[src/rtl/batcharger_adc_seq_if.sv]
// ---------------------------------------------------------------------------
// batcharger_adc_seq_if
//
// Connection between the charger's measurement sequencer and the shared
// 8-bit ADC with its analog input mux.
//
// Signals:
//   adc_sel   [1:0]  mux select (00 voltage, 01 current, 10 temperature)
//   adc_start        one-cycle conversion start pulse
//   adc_done         conversion complete, single-cycle pulse
//   adc_data  [7:0]  conversion result, valid while adc_done is high
//
// Modports:
//   master  - sequencer side (drives select/start, receives done/data)
//   slave   - ADC side (receives select/start, drives done/data)
// ---------------------------------------------------------------------------
interface batcharger_adc_seq_if;
    logic [1:0] adc_sel;
    logic       adc_start;
    logic       adc_done;
    logic [7:0] adc_data;

    modport master (
        output adc_sel,
        output adc_start,
        input  adc_done,
        input  adc_data
    );

    modport slave (
        input  adc_sel,
        input  adc_start,
        output adc_done,
        output adc_data
    );
endinterface

[src/rtl/batcharger_adc_seq.sv]
// ---------------------------------------------------------------------------
// batcharger_adc_seq
//
// ADC measurement sequencer for the battery charger. Scans the shared ADC
// over the enabled monitor channels (voltage, current, temperature), keeps
// the latest code of each channel and flags when both voltage and
// temperature readings are valid.
//
// Parameters:
//   SETTLE   cycles the mux select is held before each start (1..15)
//   TIMEOUT  max cycles waiting for adc_done after a start (2..255)
//
// Ports:
//   clk                   sequencer clock
//   rst                   asynchronous active-high reset
//   en                    block enable
//   vmonen/imonen/tmonen  channel scan enables
//   adc                   ADC handshake (master modport of
//                         batcharger_adc_seq_if)
//   vbat/ibat/tbat [7:0]  latest voltage / current / temperature codes
//   vtok                  voltage and temperature readings are valid
//
// Configuration macro:
//   BATCHARGER_ADC_AVG_EN  when defined, every channel visit performs two
//                          back-to-back conversions and stores their
//                          rounded mean; otherwise one conversion is stored
//                          unmodified.
// ---------------------------------------------------------------------------
module batcharger_adc_seq #(
    parameter int SETTLE  = 4,
    parameter int TIMEOUT = 64
) (
    input  logic                        clk,
    input  logic                        rst,
    input  logic                        en,
    input  logic                        vmonen,
    input  logic                        imonen,
    input  logic                        tmonen,
    batcharger_adc_seq_if.master        adc,
    output logic [7:0]                  vbat,
    output logic [7:0]                  ibat,
    output logic [7:0]                  tbat,
    output logic                        vtok
);

    localparam logic [2:0] IDLE   = 3'd0;
    localparam logic [2:0] SELECT = 3'd1;
    localparam logic [2:0] START  = 3'd2;
    localparam logic [2:0] WAIT   = 3'd3;
    localparam logic [2:0] STORE  = 3'd4;

    localparam logic [3:0] SETTLE_LAST  = 4'(SETTLE - 1);
    localparam logic [7:0] TIMEOUT_LAST = 8'(TIMEOUT - 1);

    logic [2:0] state;
    logic [1:0] chan;
    logic [3:0] settle_cnt;
    logic [7:0] wait_cnt;
    logic [7:0] sample;
    logic       v_ok;
    logic       i_ok;
    logic       t_ok;

    logic [2:0] mon;
    logic [2:0] first_pick;
    logic [2:0] next_pick;

`ifdef BATCHARGER_ADC_AVG_EN
    logic       second;
    logic [7:0] first_sample;
    logic [8:0] avg_sum;

    // 9-bit sum keeps the carry; the +1 gives round-half-up after >>1.
    assign avg_sum = {1'b0, first_sample} + {1'b0, adc.adc_data} + 9'd1;
`endif

    // Bit index matches the channel code: 0 voltage, 1 current, 2 temp.
    assign mon = {tmonen, imonen, vmonen};

    // Returns {found, channel}: the first enabled channel among c+1, c+2
    // and c (modulo 3). Starting from c=2 yields the V, I, T priority order.
    function automatic logic [2:0] pick_next(input logic [1:0] c,
                                             input logic [2:0] ens);
        logic [1:0] c1;
        logic [1:0] c2;
        c1 = (c == 2'd2) ? 2'd0 : c + 2'd1;
        c2 = (c1 == 2'd2) ? 2'd0 : c1 + 2'd1;
        if (ens[c1])
            return {1'b1, c1};
        else if (ens[c2])
            return {1'b1, c2};
        else if (ens[c])
            return {1'b1, c};
        else
            return 3'b000;
    endfunction

    assign first_pick = pick_next(2'd2, mon);
    assign next_pick  = pick_next(chan, mon);

    // The select register only changes on SELECT entry, so the mux input is
    // stable for the whole settle/convert/store window.
    assign adc.adc_sel   = chan;
    assign adc.adc_start = (state == START);
    assign vtok          = v_ok & t_ok;

    // Sequencer. Dropping en overrides every state: back to IDLE, flags
    // cleared, result registers untouched. adc_done is only looked at in
    // WAIT, so stray pulses elsewhere have no effect.
    always_ff @(posedge clk or posedge rst) begin
        if (rst) begin
            state      <= IDLE;
            chan       <= 2'd0;
            settle_cnt <= 4'd0;
            wait_cnt   <= 8'd0;
            sample     <= 8'd0;
            v_ok       <= 1'b0;
            i_ok       <= 1'b0;
            t_ok       <= 1'b0;
            vbat       <= 8'd0;
            ibat       <= 8'd0;
            tbat       <= 8'd0;
`ifdef BATCHARGER_ADC_AVG_EN
            second       <= 1'b0;
            first_sample <= 8'd0;
`endif
        end else if (!en) begin
            state      <= IDLE;
            settle_cnt <= 4'd0;
            wait_cnt   <= 8'd0;
            v_ok       <= 1'b0;
            i_ok       <= 1'b0;
            t_ok       <= 1'b0;
`ifdef BATCHARGER_ADC_AVG_EN
            second     <= 1'b0;
`endif
        end else begin
            case (state)
                IDLE: begin
                    if (first_pick[2]) begin
                        chan       <= first_pick[1:0];
                        settle_cnt <= 4'd0;
                        state      <= SELECT;
                    end
                end

                SELECT: begin
                    if (settle_cnt == SETTLE_LAST) begin
                        settle_cnt <= 4'd0;
                        state      <= START;
                    end else begin
                        settle_cnt <= settle_cnt + 4'd1;
                    end
                end

                START: begin
                    wait_cnt <= 8'd0;
                    state    <= WAIT;
                end

                WAIT: begin
                    if (adc.adc_done) begin
                        wait_cnt <= 8'd0;
`ifdef BATCHARGER_ADC_AVG_EN
                        // First result is parked and a second start is
                        // issued straight away without re-settling.
                        if (!second) begin
                            first_sample <= adc.adc_data;
                            second       <= 1'b1;
                            state        <= START;
                        end else begin
                            sample <= avg_sum[8:1];
                            second <= 1'b0;
                            state  <= STORE;
                        end
`else
                        sample <= adc.adc_data;
                        state  <= STORE;
`endif
                    end else if (wait_cnt == TIMEOUT_LAST) begin
                        // A dead ADC invalidates everything; keep scanning
                        // so the readings recover once it answers again.
                        wait_cnt <= 8'd0;
                        v_ok     <= 1'b0;
                        i_ok     <= 1'b0;
                        t_ok     <= 1'b0;
`ifdef BATCHARGER_ADC_AVG_EN
                        second   <= 1'b0;
`endif
                        if (next_pick[2]) begin
                            chan  <= next_pick[1:0];
                            state <= SELECT;
                        end else begin
                            state <= IDLE;
                        end
                    end else begin
                        wait_cnt <= wait_cnt + 8'd1;
                    end
                end

                STORE: begin
                    // The visit completes even if its enable dropped
                    // meanwhile; enables only steer the next choice.
                    case (chan)
                        2'd0: begin
                            vbat <= sample;
                            v_ok <= 1'b1;
                        end
                        2'd1: begin
                            ibat <= sample;
                            i_ok <= 1'b1;
                        end
                        default: begin
                            tbat <= sample;
                            t_ok <= 1'b1;
                        end
                    endcase
                    if (next_pick[2]) begin
                        chan  <= next_pick[1:0];
                        state <= SELECT;
                    end else begin
                        state <= IDLE;
                    end
                end

                default: state <= IDLE;
            endcase
        end
    end

endmodule

[src/flat_wrapper.sv]
// flat-port wrapper written by rule: the top's interface ports become plain ports
module batcharger_adc_seq_flat 
#(
    parameter int SETTLE  = 4,
    parameter int TIMEOUT = 64
)
  (clk, rst, en, vmonen, imonen, tmonen, vbat, ibat, tbat, vtok, adc_adc_sel, adc_adc_start, adc_adc_done, adc_adc_data);
  batcharger_adc_seq_if adc_i ();
  input  logic clk;
  input  logic rst;
  input  logic en;
  input  logic vmonen;
  input  logic imonen;
  input  logic tmonen;
  output logic [7:0] vbat;
  output logic [7:0] ibat;
  output logic [7:0] tbat;
  output logic vtok;
  output wire logic [$bits(adc_i.adc_sel)-1:0] adc_adc_sel;
  output wire logic [$bits(adc_i.adc_start)-1:0] adc_adc_start;
  input wire logic [$bits(adc_i.adc_done)-1:0] adc_adc_done;
  input wire logic [$bits(adc_i.adc_data)-1:0] adc_adc_data;
  assign adc_adc_sel = adc_i.adc_sel;
  assign adc_adc_start = adc_i.adc_start;
  assign adc_i.adc_done = adc_adc_done;
  assign adc_i.adc_data = adc_adc_data;
  batcharger_adc_seq #(.SETTLE(SETTLE), .TIMEOUT(TIMEOUT)) u_core (.clk(clk), .rst(rst), .en(en), .vmonen(vmonen), .imonen(imonen), .tmonen(tmonen), .adc(adc_i), .vbat(vbat), .ibat(ibat), .tbat(tbat), .vtok(vtok));
endmodule
[config.mk]
export PLATFORM = sky130hd
export DESIGN_NAME = batcharger_adc_seq_flat
export DESIGN_NICKNAME = d
export VERILOG_FILES = /design/src/rtl/batcharger_adc_seq_if.sv /design/src/rtl/batcharger_adc_seq.sv /design/src/flat_wrapper.sv
export SDC_FILE = /design/constraint.sdc
export NUM_CORES = 1
export LEC_CHECK = 0
export ABC_AREA = 1
export CORE_MARGIN = 2
export CORE_UTILIZATION = 40
export DETAILED_ROUTE_END_ITERATION = 10
export GPL_TIMING_DRIVEN = 0
export PLACE_DENSITY = 0.68
export SYNTH_ARGS = -nofsm -noshare
export SYNTH_HDL_FRONTEND = slang
export SYNTH_SLANG_ARGS = --single-unit
[constraint.sdc]
create_clock -name clk -period 1.9 [get_ports clk]
set_input_delay 0.38 -clock clk [delete_from_list [all_inputs] [get_ports clk]]
set_output_delay 0.38 -clock clk [all_outputs]
set_load 0.02 [all_outputs]
==> reports/metrics.yaml <==
worst_setup_path:
  crit_family: "buffers and inverters"
  cp-end-kind: "output pin"
  cpMaxStageDelayCell: "clkdlybuf4s50_1"
  worst-path-buf-inv: 1
  critical_path.max_stage_delay_ns: 0.63
  cp_data_arrival_time_ns: 1.40
  worst_ep_required_time_ns: 1.52
  cp-start-kind: "register"
  crit_type: "reg -> out"
  rrSetupSlack_ns: 0.31
  crit_path_max_fanout: 8
  path_cells: "clkdlybuf4s50_1"
timing:
  worstMarginPinSlew_ns: 0.566
  period_needed_ns: 1.78
  grt_setup_unrepaired: "false"
  skew_ns: 0.0111
  hold_viol_final: 0
  slew_viol_final: 0
  max_freq_ghz: 0.563
  setup_viol: 0
  max_slew_margin_pct: 62.2
  fin_crit_sh_pct: 93.5
  finalSetupTns_ns: 0
  hold_slack_ns: 0.438
logic_synthesis:
  synth_nets: 306
  netlist_area_sq_um: 2430
  syn_avg_cell_area_sq_um: 8.42
  syn_inst: 289
  yosys_warnings: 0
  synthMostInstantiatedCell: "nand2_1"
  synth.area.top_cells: "dfrtp_1 52%, nand2_1 11%, o21ai_0 5.8%"
  synthArstFlopShare_pct: 100
  synth_cell_types: 27
  synthFlopType: "dfrtp_1"
  synthTopCellsByCount: "74 x nand2_1, 51 x dfrtp_1, 35 x nor2_1, 28 x o21ai_0, 25 x inv_1"
  yosysTopAreaCell: "dfrtp_1"
  synth_edf_count: 0
  ys_seq_elements: 51
  netlist.area_leader.share_pct: 52.5
  ys_seq_area_share_pct: 52.5
power:
  ir_worst_vdd_mv: 0.556
  pwr-share-comb_pct: 38.5
  p_leak_nw: 1.51
  clkPwrFrac_pct: 18.3
  power.internal_mw: 2.15
  switching_power_mw: 1.38
  power.share.sequential_pct: 43.2
  switching_share_pct: 39.1
  power_density_nw_per_um2: 1160
route:
  drt-total-wl_mm: 5.30
  drt_iter0_drc: 202
  postRouteAntennaNets: 0
  drt-pass1-iter-count: 5
  routed-via-count: 2027
  drc: 0
  vias_per_cell: 4.88
  routedWlPerCell_um: 12.8
die:
  die_area_sq_um: 6720
  fp.dieH_um: 82.0
  row_count: 28
  ios: 43
  core_area_sq_um: 5890
  start_util_pct: 41.3
  die_x_um: 82.0
global_routing:
  grt_pass1_wl_mm: 8.97
  first_global_vias: 1977
  grt_max_degree: 27
  antenna_found_initial: 0
  gr-total-overflow: 0
  grt_usage_pct: 17.4
outcome:
  outcome: "finished clean"
placement:
  dp_hpwl_mm: 3.86
  port_buffers: 42
  gp_congestion: 0.760
layout:
  final_util_pct: 51.9
  n_antenna_cell: 0
  fin_nets: 356
  syn2layout_area_growth_pct: 25.7
  drive_above_1_share_pct: 10.3
clock_tree:
  worstSkewPairLatency_ns: 0.31
  cts_max_level: 2
  clock_sinks: 51
  ctsHoldBuffers: 0
  numCtsBuffers: 5
  clk_path_buf_depth: 2
  cts_root_buf: "clkbuf_8"
  cts_tree: "built"
  post_cts_buffers: 0
  path_clk_slew_ns: 0.10
hold_path:
  hp-class: "in -> async"
run:
  maxCapViolCount: 0
==> what timing repair did <==
item,4_1_cts,5_1_grt
endpoints found under the setup margin,1,5
cloned,0,0
resized for setup,1,7
==> cells by family (layout without fill, tap and decap cells) <==
logic type / count (synthesis) / in the layout / synth area share, %
and+or+nand+nor: 149 / 149 / 28.4
DFF: 51 / 51 / 52.5
AOI/OAI and AO/OA: 49 / 49 / 10.5
buffers and inverters: 34 / 85 / 6.12
xor gates and xnor gates: 4 / 4 / 1.44
adders and majority gates: 2 / 2 / 1.03
==> metal layers <==
layer	GRT usage (%)	wire length, um	up-vias
met1	23.9	2500	942
met4	5.17	46	0
li1	-	-	1038
met2	27.8	2540	42
met5	0	0	-
met3	3.30	211	5
==> flip-flops by register name, indices dropped and copies added (netlist names) <==
signal and flops:
u_core.adc.adc_sel 2, u_core.wait_cnt 8, u_core.t_ok 1, u_core.ibat 8
u_core.tbat 8, u_core.state 3, u_core.sample 8, u_core.settle_cnt 4
u_core.v_ok 1, u_core.vbat 8
==> final timing paths <==
path	from	endpoint	cells past startpoint
setup / recovery	u_core.adc.adc_sel[1]	adc_adc_sel[1]	1
hold / removal	rst	u_core.sample[0]	2
setup reg to reg	u_core.wait_cnt[0]	u_core.wait_cnt[4]	8
hold reg to reg	u_core.wait_cnt[5]	u_core.wait_cnt[5]	1
max in group asynchronous	rst	u_core.v_ok	3
min in group clk	u_core.wait_cnt[5]	u_core.wait_cnt[5]	1
==> final cells by class <==
| type | instances | area [sq um] |
|---|---|---|
| buffer | 6 | 45.0 |
| clock buffer | 5 | 68.8 |
| inverter | 28 | 105 |
| sequential | 51 | 1280 |
| timing repair buffer | 43 | 435 |
| fill | 566 | 2830 |
| clock inverter | 3 | 22.5 |
| multi-input combinational | 204 | 1010 |
| tap | 75 | 93.8 |
==> placed cells by master (no fill, tap or decap), drive strengths merged <==
master         synthesis  routed
nand2                 78      78
dfrtp                 51      51
clkdlybuf4s50          0      41
nor2                  39      39
o21ai                 36      36
inv                   28      30
nand3                 22      22
a21oi                 12      12
nand4                  7       7
clkbuf                 1       7
buf                    5       6
xor2                   4       4
ha                     2       2
and3                   1       1
nor3                   1       1
or2                    1       1
o2111ai                1       1
clkinv                 0       1
==> metrics by stage <==
stage	instance area (sq um)	setup slack (ns)	instances	power, mW
after global routing	3060	0.0413	415	3.81
after global placement	2950	-0.673	406	2.88
after floorplan	2430	0.290	289	2.40
after detailed placement	2970	-0.156	407	2.91
after CTS	3060	0.00119	415	3.57
final	3060	0.124	415	3.53
==> power groups by stage <==
stage	logic [mW]	registers, mW	clock network (mW)
global placement	1.35	1.54	0
global route	1.53	1.56	0.715
finish	1.36	1.53	0.647
floorplan	0.725	1.67	0
detailed placement	1.37	1.54	0
CTS	1.37	1.52	0.676
Power figures use the tool's default switching activity.
